### src/rtl/call_ret_ctrl.sv
// Call/return controller: pushes return addresses on a call, pops them on a return
// and redirects the PC; keeps its own occupancy count of the external stack.
module call_ret_ctrl #(
   parameter int WIDTH_DATA = 32,
   parameter int DEPTH      = 10,
   parameter int PC_INC     = 4
) (
   input  logic                  clk,
   input  logic                  reset,
   input  logic                  call,
   input  logic                  ret,
   input  logic [WIDTH_DATA-1:0] pc,
   input  logic [WIDTH_DATA-1:0] call_target,
   input  logic [WIDTH_DATA-1:0] stk_data_out,
   output logic                  stk_push,
   output logic                  stk_pop,
   output logic [WIDTH_DATA-1:0] stk_data_in,
   output logic                  pc_load,
   output logic [WIDTH_DATA-1:0] pc_next,
   output logic                  busy,
   output logic                  overflow_err,
   output logic                  underflow_err,
   output logic                  illegal_err
);

   localparam int                  CW        = $clog2(DEPTH + 1);
   localparam logic [CW-1:0]       COUNT_MAX = CW'(DEPTH);
   localparam logic [WIDTH_DATA-1:0] INC     = WIDTH_DATA'(PC_INC);

   typedef enum logic [1:0] {
      IDLE,
      POP,
      WAIT
   } state_e;

   state_e        state_q;
   logic [CW-1:0] count_q;

   // Strobes default low every cycle so each accepted request yields a single pulse;
   // the popped word arrives during WAIT and is loaded straight into pc_next.
   always_ff @(posedge clk) begin
      if (reset) begin
         state_q       <= IDLE;
         count_q       <= '0;
         stk_push      <= 1'b0;
         stk_pop       <= 1'b0;
         stk_data_in   <= '0;
         pc_load       <= 1'b0;
         pc_next       <= '0;
         busy          <= 1'b0;
         overflow_err  <= 1'b0;
         underflow_err <= 1'b0;
         illegal_err   <= 1'b0;
      end else begin
         stk_push <= 1'b0;
         stk_pop  <= 1'b0;
         pc_load  <= 1'b0;
         case (state_q)
            IDLE: begin
               busy <= 1'b0;
               if (call && ret) begin
                  illegal_err <= 1'b1;
               end else if (call) begin
                  if (count_q == COUNT_MAX) begin
                     overflow_err <= 1'b1;
                  end else begin
                     stk_push    <= 1'b1;
                     stk_data_in <= pc + INC;
                     pc_load     <= 1'b1;
                     pc_next     <= call_target;
                     count_q     <= count_q + 1'b1;
                  end
               end else if (ret) begin
                  if (count_q == '0) begin
                     underflow_err <= 1'b1;
                  end else begin
                     stk_pop <= 1'b1;
                     busy    <= 1'b1;
                     count_q <= count_q - 1'b1;
                     state_q <= POP;
                  end
               end
            end
            POP: begin
               busy    <= 1'b1;
               state_q <= WAIT;
            end
            WAIT: begin
               busy    <= 1'b0;
               pc_load <= 1'b1;
               pc_next <= stk_data_out;
               state_q <= IDLE;
            end
            default: begin
               busy    <= 1'b0;
               state_q <= IDLE;
            end
         endcase
      end
   end

endmodule
### config.mk
export PLATFORM = sky130hd
export DESIGN_NAME = call_ret_ctrl
export DESIGN_NICKNAME = d
export VERILOG_FILES = /design/src/rtl/call_ret_ctrl.sv
export SDC_FILE = /design/constraint.sdc
export NUM_CORES = 1
export LEC_CHECK = 0
export CORE_MARGIN = 3
export CORE_UTILIZATION = 42
export CTS_BUF_LIST = sky130_fd_sc_hd__clkbuf_4
export CTS_CLUSTER_SIZE = 30
export DETAILED_ROUTE_END_ITERATION = 16
export PLACE_DENSITY_LB_ADDON = 0.05
export SYNTH_ARGS = -nofsm -noshare
export SYNTH_HDL_FRONTEND = slang
export SYNTH_SLANG_ARGS = --single-unit
### constraint.sdc
create_clock -name clk -period 2.6 [get_ports clk]
set_input_delay 0.52 -clock clk [delete_from_list [all_inputs] [get_ports clk]]
set_output_delay 0.52 -clock clk [all_outputs]
set_load 0.01 [all_outputs]
# --- Word level (Yosys, flattened, before mapping) ---
# Cells that the tools add are included.
word_totals:
  regBits: 77
  in_bits: 100
  word_cells: 64
op_classes:
  n_addsub: 3
  eq_ne: 11
  mux: 22
  bitwise: 4
  reduce_logical: 13
ops:
  columns: ["op", "count"]
  rows:
  - ["32-bit 2-to-1 mux", 3]
  - ["32-bit case mux with 2 select lines", 1]
  - ["32-bit by 3-bit adder with 32-bit output, second input constant", 1]
  - ["4-bit 2-to-1 mux", 4]
  - ["2-bit != test, second input constant", 8]
  - ["4-bit AND reduction", 4]
  - ["5-bit AND reduction", 2]
  - ["2-bit 2-to-1 mux", 4]
  - ["1-bit 2-to-1 mux", 7]
  - ["4-bit by 1-bit adder with 4-bit output, second input constant", 1]
  - ["4-bit equality test, second input constant", 1]
  - ["4-bit zero test", 1]
  - ["1-bit NOT", 4]
  - ["1-bit case mux with 2 select lines", 2]
  - ["2-bit case mux with 2 select lines", 1]
  - ["2-bit nonzero test", 2]
  - ["4-bit by 1-bit subtractor with 4-bit output, second input constant", 1]
  - ["2-bit by 1-bit equality test with 1-bit output, second input constant", 1]
  - ["2-bit equality test, second input constant", 1]
  - ["2-bit zero test", 1]
  - ["2-bit AND reduction", 1]
  - ["2-bit OR reduction", 1]
  - ["1-bit logical AND", 1]

# --- Logic depth before layout (Yosys ltp) ---
# Gate-level depths: netlist (run 1).
depth:
  ltp_word: 6
  mapped_depth: 8
  ltp_nobuf: 6

# --- Least setup slack after synthesis (run 1) ---
# OpenSTA, ideal clock, no wires.
synth_timing:
  kind: "in2reg"
  from: "input pc[2]"
  to: "register stk_data_in[30]"
  setup_ns: 0.088
  t_arrival_ns: 2.056
  required_ns: 2.512
  slack_ns: 0.456
  stages: 6
  path_buffers: 1
  path_cell_list: "ha_1 -> nand2_1 -> or3_1 -> buf_2 -> or4_1 -> a311oi_2"
synth_via:
  elab_chain_len: 1
synth_rtl:
  columns: ["item", "line_no", "rtl"]
  rows:
  - ["from (decl)", "12", "input logic [WIDTH_DATA-1:0] pc,"]
  - ["32-bit by 3-bit adder with 32-bit output", "68", "stk_data_in <= pc + INC;"]
  - ["to (signal assigned)", "68", null]
  - ["to (decl)", "17", "output logic [WIDTH_DATA-1:0] stk_data_in,"]
# No other way between the ends.
# A chain may end at the register's enable or synchronous reset.

# --- Worst setup path in the final report (run 1) ---
layout_timing:
  from: "input pc[9]"
  to: "register stk_data_in[26]"
# The elaborated chain is that of the path after synthesis.

==> results of run 1 <==
## worst paths after layout
kind	startpoint	endpoint	slack [ns]	depth (start not counted)
worst min register to register	stk_data_in[3]	stk_data_in[3]	0.46	2
worst max register to register	state_q[1]	pc_next[16]	0.74	5
worst max-delay path	pc[9]	stk_data_in[26]	0.41	5
worst min-delay path	stk_data_in[3]	stk_data_in[3]	0.46	2
## routing by layer
metal / GRT usage [%] / vias up / part of all wire, %
met3: 6.90 / 17 / 8.4
met4: 6.18 / 0 / 1.5
li1: - / 2091 / -
met1: 27.5 / 1943 / 41
met5: 0 / - / 0
met2: 37.0 / 146 / 49
## power by group through the flow
| stage | registers, mW | logic [mW] | clock network, mW |
|---|---|---|---|
| 6_report | 1.36 | 0.856 | 0.841 |
| 5_1_grt | 1.37 | 0.939 | 0.915 |
| 4_1_cts | 1.36 | 0.861 | 0.859 |
| 3_5_place_dp | 1.38 | 0.857 | 0 |
| 3_3_place_gp | 1.38 | 0.841 | 0 |
| 2_1_floorplan | 1.42 | 0.338 | 0 |
## flip-flops by register name (all words and copies together) (netlist names)
register and cells:
pc_load 1, count_q 4, overflow_err 1, illegal_err 1, stk_push 1, stk_data_in 32
pc_next 32, state_q 2, underflow_err 1, stk_pop 1, busy 1
## per-stage QoR
stage	setup TNS, ns	instances	utilization (%)
2_1_floorplan	0	465	-
3_3_place_gp	0	741	66.5
3_5_place_dp	-0.0587	741	66.5
4_1_cts	0	757	68.4
5_1_grt	0	757	68.4
6_report	0	757	68.4
## cells in the final DEF, fill, tap and decap left out, types with 2 or more instances in the layout
cell type	n
xor2_1	6
o21bai_1	4
a211oi_1	16
inv_1	6
nand4_1	7
xnor2_1	7
a21oi_1	43
clkinvlp_4	2
ha_1	5
buf_12	2
o31ai_1	9
and3_1	5
or3_1	38
nor4_1	7
nor3_1	11
dfxtp_1	76
nand3_1	15
o21ai_0	38
o31a_1	3
or4_1	10
buf_4	36
a311oi_1	8
and4_1	5
mux2i_1	32
clkbuf_4	11
nor2_1	32
bufinv_16	2
clkdlybuf4s50_1	169
a31oi_1	5
nand2_1	19
## critical path, stage by stage
cell             delay (ns)
clkdlybuf4s50_1        0.58
nand4_2                0.19
or3_1                  0.45
or4_1                  0.52
a311oi_1               0.26
## cell families after synthesis
kind of cell	synth area share, %
adder cells (fa/ha/maj)	2.10
XOR/XNOR	2.89
AND/OR/NAND/NOR	22.7
buffers and inverters	4.76
multiplexers	8.42
flip-flops	39.1
AO/OA/AOI/OAI	20.0
## final cells by class
cell class	instances	area share [%]
Timing Repair Buffer	208	32.9
Inverter	6	0.369
Tap cell	108	2.21
Multi-Input combinational cell	342	36.6
Sequential cell	77	25.3
Clock inverter	5	1.37
Clock buffer	11	1.35
==> flow_summary.json, run 1 <==
{
  "post_drt_wl_per_cell_um": 15.7,
  "p_total_mw": 3.05,
  "cts_hold_buf": 0,
  "synth-main-ff-cell": "dfxtp_1",
  "report.final.setup_viol": 0,
  "clock_skew_ns": 0.0155,
  "cap_violations": 0,
  "post-route-min-period_ns": 2.19,
  "drt-total-wl_um": 11900,
  "slew_violations": 0,
  "portBuffers": 170,
  "synth_most_common_cell": "dfxtp_1",
  "finalCritPeriodShare_pct": 84.1,
  "ys_warn_count": 0,
  "cts.reportedPaths.clkPinSlew_ns": 0.12,
  "synth_top_area_share_pct": 39.1,
  "finalNetCount": 750,
  "clk_latency_ns": 0.42,
  "critical_path.max_fanout": 7,
  "synth_edf_count": 0,
  "status": "completed",
  "start_util_pct": 44.1,
  "antenna_cells": 0,
  "numCtsBuffers": 9,
  "worstSetupPathType": "input port to flip-flop",
  "grt_pass1_wl_um": 18500,
  "final_antenna_net_count": 0,
  "num_rows": 34,
  "synth_top_cells_by_count": "dfxtp_1 (77), a21oi_1 (43), o21ai_0 (38), or3_1 (38)",
  "fp.dieArea_um2": 10600,
  "cts_tree": "yes",
  "worstSetupEndpointType": "flip-flop",
  "p_seq_share_pct": 44.5,
  "regArea_um2": 1540,
  "critical_path_required_ns": 2.93,
  "die_w_um": 103,
  "crit_arrival_ns": 2.52,
  "cts.repair.resized": 0,
  "dieHeight_um": 103,
  "dpl_cell_area_um2": 5940,
  "yosysTopAreaCell": "dfxtp_1",
  "start_kind": "input port",
  "drc": 0,
  "power.density_nw_per_um2": 500,
  "globalplace.congestion": 0.831,
  "firstDrtPassIters": 4,
  "max-slew-margin-rel_pct": 60.0,
  "setup_slack_ns": 0.413,
  "postSynthAreaPerCell_um2": 8.47,
  "core_area_um2": 8930,
  "p_comb_share_pct": 28.0,
  "async_flop_share_pct": 0,
  "min_path_type": "flip-flop to flip-flop",
  "fillCellCount": 777,
  "synth-seq-cells": 77,
  "p_sw_share_pct": 28.6,
  "hold_violations": 0,
  "synth_area_um2": 3940,
  "dp_hpwl_um": 9010,
  "internal_power_mw": 2.18,
  "ys_seq_area_share_pct": 39.1,
  "grt_max_degree": 67,
  "synth_cell_type_count": 43,
  "leakage_nw": 2.13,
  "drive_gt1_share_pct": 10.2,
  "p_switching_uw": 874,
  "multiInputGateArea_um2": 2230,
  "rsz0062_at_grt": "false",
  "cts_root_buf": "clkbuf_4",
  "syn_inst": 465,
  "syn-num-nets": 571,
  "post_cts_buffers": 0,
  "viasPerCell": 5.54,
  "grt_usage_pct": 22.1,
  "pre_cts_slack_ns": -0.0347,
  "ioPinCount": 171,
  "fmax_ghz": 0.457,
  "grt_antenna_before_repair": 0,
  "num_vias": 4197,
  "ir_drop_mv": 0.283,
  "ys_top_cells_by_area": "dfxtp_1 (39%), mux2i_1 (8.1%), or3_1 (6.0%)",
  "final_area_um2": 6110,
  "tightestPinTransition_ns": 0.595,
  "holdWs_ns": 0.461,
  "overflow": 0,
  "area_growth_pct": 55.1,
  "p_clk_share_pct": 27.5,
  "drt_iter0_drc": 98,
  "cts_sinks": 77,
  "clockBufferDepth": 2,
  "cts_max_level": 3,
  "grt_pass1_vias": 3900
}
Note: power is estimated with default switching activity, not from simulation.
==> run 2: changes to the inputs <==
Settings changed: CORE_UTILIZATION 42 to 40.
Clock period 2.6 ns to 1.8 ns, I/O delays scaled along.
==> run 2 against run 1 <==
Effect of this change: worst setup slack got worse by 0.38 ns; power rose by 47%; cell count rose by 11%; non-clock buffer count rose by 59; largest cell class is now non-clock buffers; die area rose by 4.7%; sequential power rose by 44%; worst hold slack got worse by 0.12 ns; via count rose by 7.3%; sequential cell count did not move.
==> flow_summary.json, run 2 (synthesis gave the netlist of run 1 again) <==
{
  "power.density_nw_per_um2": 662,
  "slew_violations": 0,
  "fp.dieArea_um2": 11100,
  "fmax_ghz": 0.567,
  "grt_busiest_layer": "met2",
  "overflow": 0,
  "drc": 0,
  "drt_iter0_drc": 123,
  "p_switching_mw": 1.37,
  "final_common_cell": "clkdlybuf4s50_1",
  "drive_gt1_share_pct": 20.7,
  "dieHeight_um": 105,
  "grtUsageMet1_pct": 26.2,
  "cts_tree": "yes",
  "critical_path_required_ns": 2.15,
  "cap_violations": 0,
  "final_antenna_net_count": 0,
  "p_total_mw": 4.51,
  "final_area_um2": 6800,
  "numCtsBuffers": 9,
  "slowest_stage": "or4_4",
  "viasPerCell": 5.37,
  "cts_sinks": 77,
  "report.final.setup_viol": 0,
  "grt_pass1_wl_um": 20900,
  "clockBufferDepth": 2,
  "internal_power_mw": 3.14,
  "min_path_type": "input port to flip-flop",
  "p_seq_share_pct": 43.5,
  "hold_violations": 0,
  "worstSetupEndpointType": "flip-flop",
  "start_util_pct": 41.8,
  "core_area_um2": 9420,
  "final_core_util_pct": 72.3,
  "p_comb_share_pct": 32.5,
  "ir_drop_mv": 0.409,
  "max-slew-margin-rel_pct": 69.3,
  "mostFrequentLayoutCells": "clkdlybuf4s50_1 (149), buf_4 (84), dfxtp_1 (74), a21oi_1 (43), o21ai_0 (38)",
  "die_w_um": 105,
  "top_regs": "pc_next (32), stk_data_in (32), count_q (4)",
  "place_inst": 809,
  "grt_pass1_vias": 4344,
  "finalNetCount": 810,
  "tightestPinTransition_ns": 0.461,
  "leakage_nw": 2.57,
  "clock_skew_ns": 0.0148,
  "finalCritPeriodShare_pct": 97.9,
  "globalplace.congestion": 0.905,
  "drt-total-wl_um": 13700,
  "max_stage_delay_ns": 0.53,
  "portBuffers": 170,
  "stdcell_count": 838,
  "clk_latency_ns": 0.42,
  "use_met3_pct": 5.14,
  "firstDrtPassIters": 4,
  "post_drt_wl_per_cell_um": 16.3,
  "ioPinCount": 171,
  "cts_max_level": 3,
  "timing.critical_path.cells": "clkdlybuf4s50_1 > nand2_2 > or3_4 > or4_4 > a311oi_1",
  "cts_root_buf": "clkbuf_4",
  "num_vias": 4503,
  "grt_max_degree": 57,
  "dpl_cell_area_um2": 6380,
  "cts_hold_buf": 0,
  "cts.reportedPaths.clkPinSlew_ns": 0.13,
  "status": "completed",
  "met2_usage_pct": 40.9,
  "antenna_cells": 0,
  "reg2reg_setup_slack_ns": 0.10,
  "grt_antenna_before_repair": 0,
  "worstSetupPathType": "input port to flip-flop",
  "p_clk_share_pct": 24.0,
  "grt_usage_pct": 22.7,
  "critical_path.max_fanout": 5,
  "post-route-min-period_ns": 1.76,
  "start_kind": "input port",
  "fin_tns_setup_ns": 0,
  "num_rows": 35,
  "crit_arrival_ns": 2.11,
  "dp_hpwl_um": 9920,
  "area_growth_pct": 72.7,
  "p_sw_share_pct": 30.4
}
run 2: changes by cell type in the layout (fill, tap and decap cells not counted), moves of 5 or more:
cell and delta:
dlymetal6s2s_1 +10, buf_6 +5, dlygate4sd2_1 +10, clkdlybuf4s50_1 -20
buf_4 +48
run 2: area by class of cell:
type | instances | area [µm²]
Clock inverter | 6 | 63.8
Clock buffer | 10 | 75.1
Inverter | 6 | 22.5
Tap cell | 129 | 161
Sequential cell | 77 | 1550
Timing Repair Buffer | 267 | 2570
Multi-Input combinational cell | 343 | 2360
Fill cell | 766 | 2610
run 2: per-stage QoR:
step | setup WS, ns | hold WS, ns
2_1_floorplan | -0.0227 | 0.456
3_3_place_gp | -0.617 | 0.446
3_5_place_dp | -0.680 | 0.455
4_1_cts | -0.000557 | 0.337
5_1_grt | -0.000965 | 0.354
6_report | 0.0373 | 0.339
run 2: path summary, 6_finish.rpt:
check                       from         endpoint  cells past startpoint
setup / recovery          pc[17]  stk_data_in[23]                      5
hold reg to reg   stk_data_in[1]   stk_data_in[1]                      2
setup reg to reg      count_q[2]       count_q[3]                      5
hold / removal             reset  stk_data_in[28]                      2
run 2: routing by layer:
layer,wire (µm),up-vias
li1,-,2211
met1,5340,2094
met2,7130,174
met3,879,24
met4,314,0
met5,0,-
run 2: power by group through the flow:
stage	Clock, mW	Sequential (mW)	Combinational [mW]
after detailed placement	0	1.99	1.38
after floorplan	0	2.05	0.492
after global routing	1.18	1.98	1.58
final	1.08	1.96	1.46
after CTS	1.10	1.95	1.40
after global placement	0	1.98	1.35
run 2: repair_timing:
item                                    4_1_cts  5_1_grt
resized for setup                            23       25
buffers inserted                              4        3
gates cloned                                  0        6
endpoints found under the setup margin       27       22
pin swaps                                     5       15
run 2: critical path, delay by kind of cell:
family,cells,cell delay (ns)
AND/OR/NAND/NOR,3,1.02
buffers and inverters,1,0.49
AO/OA/AOI/OAI,1,0.25
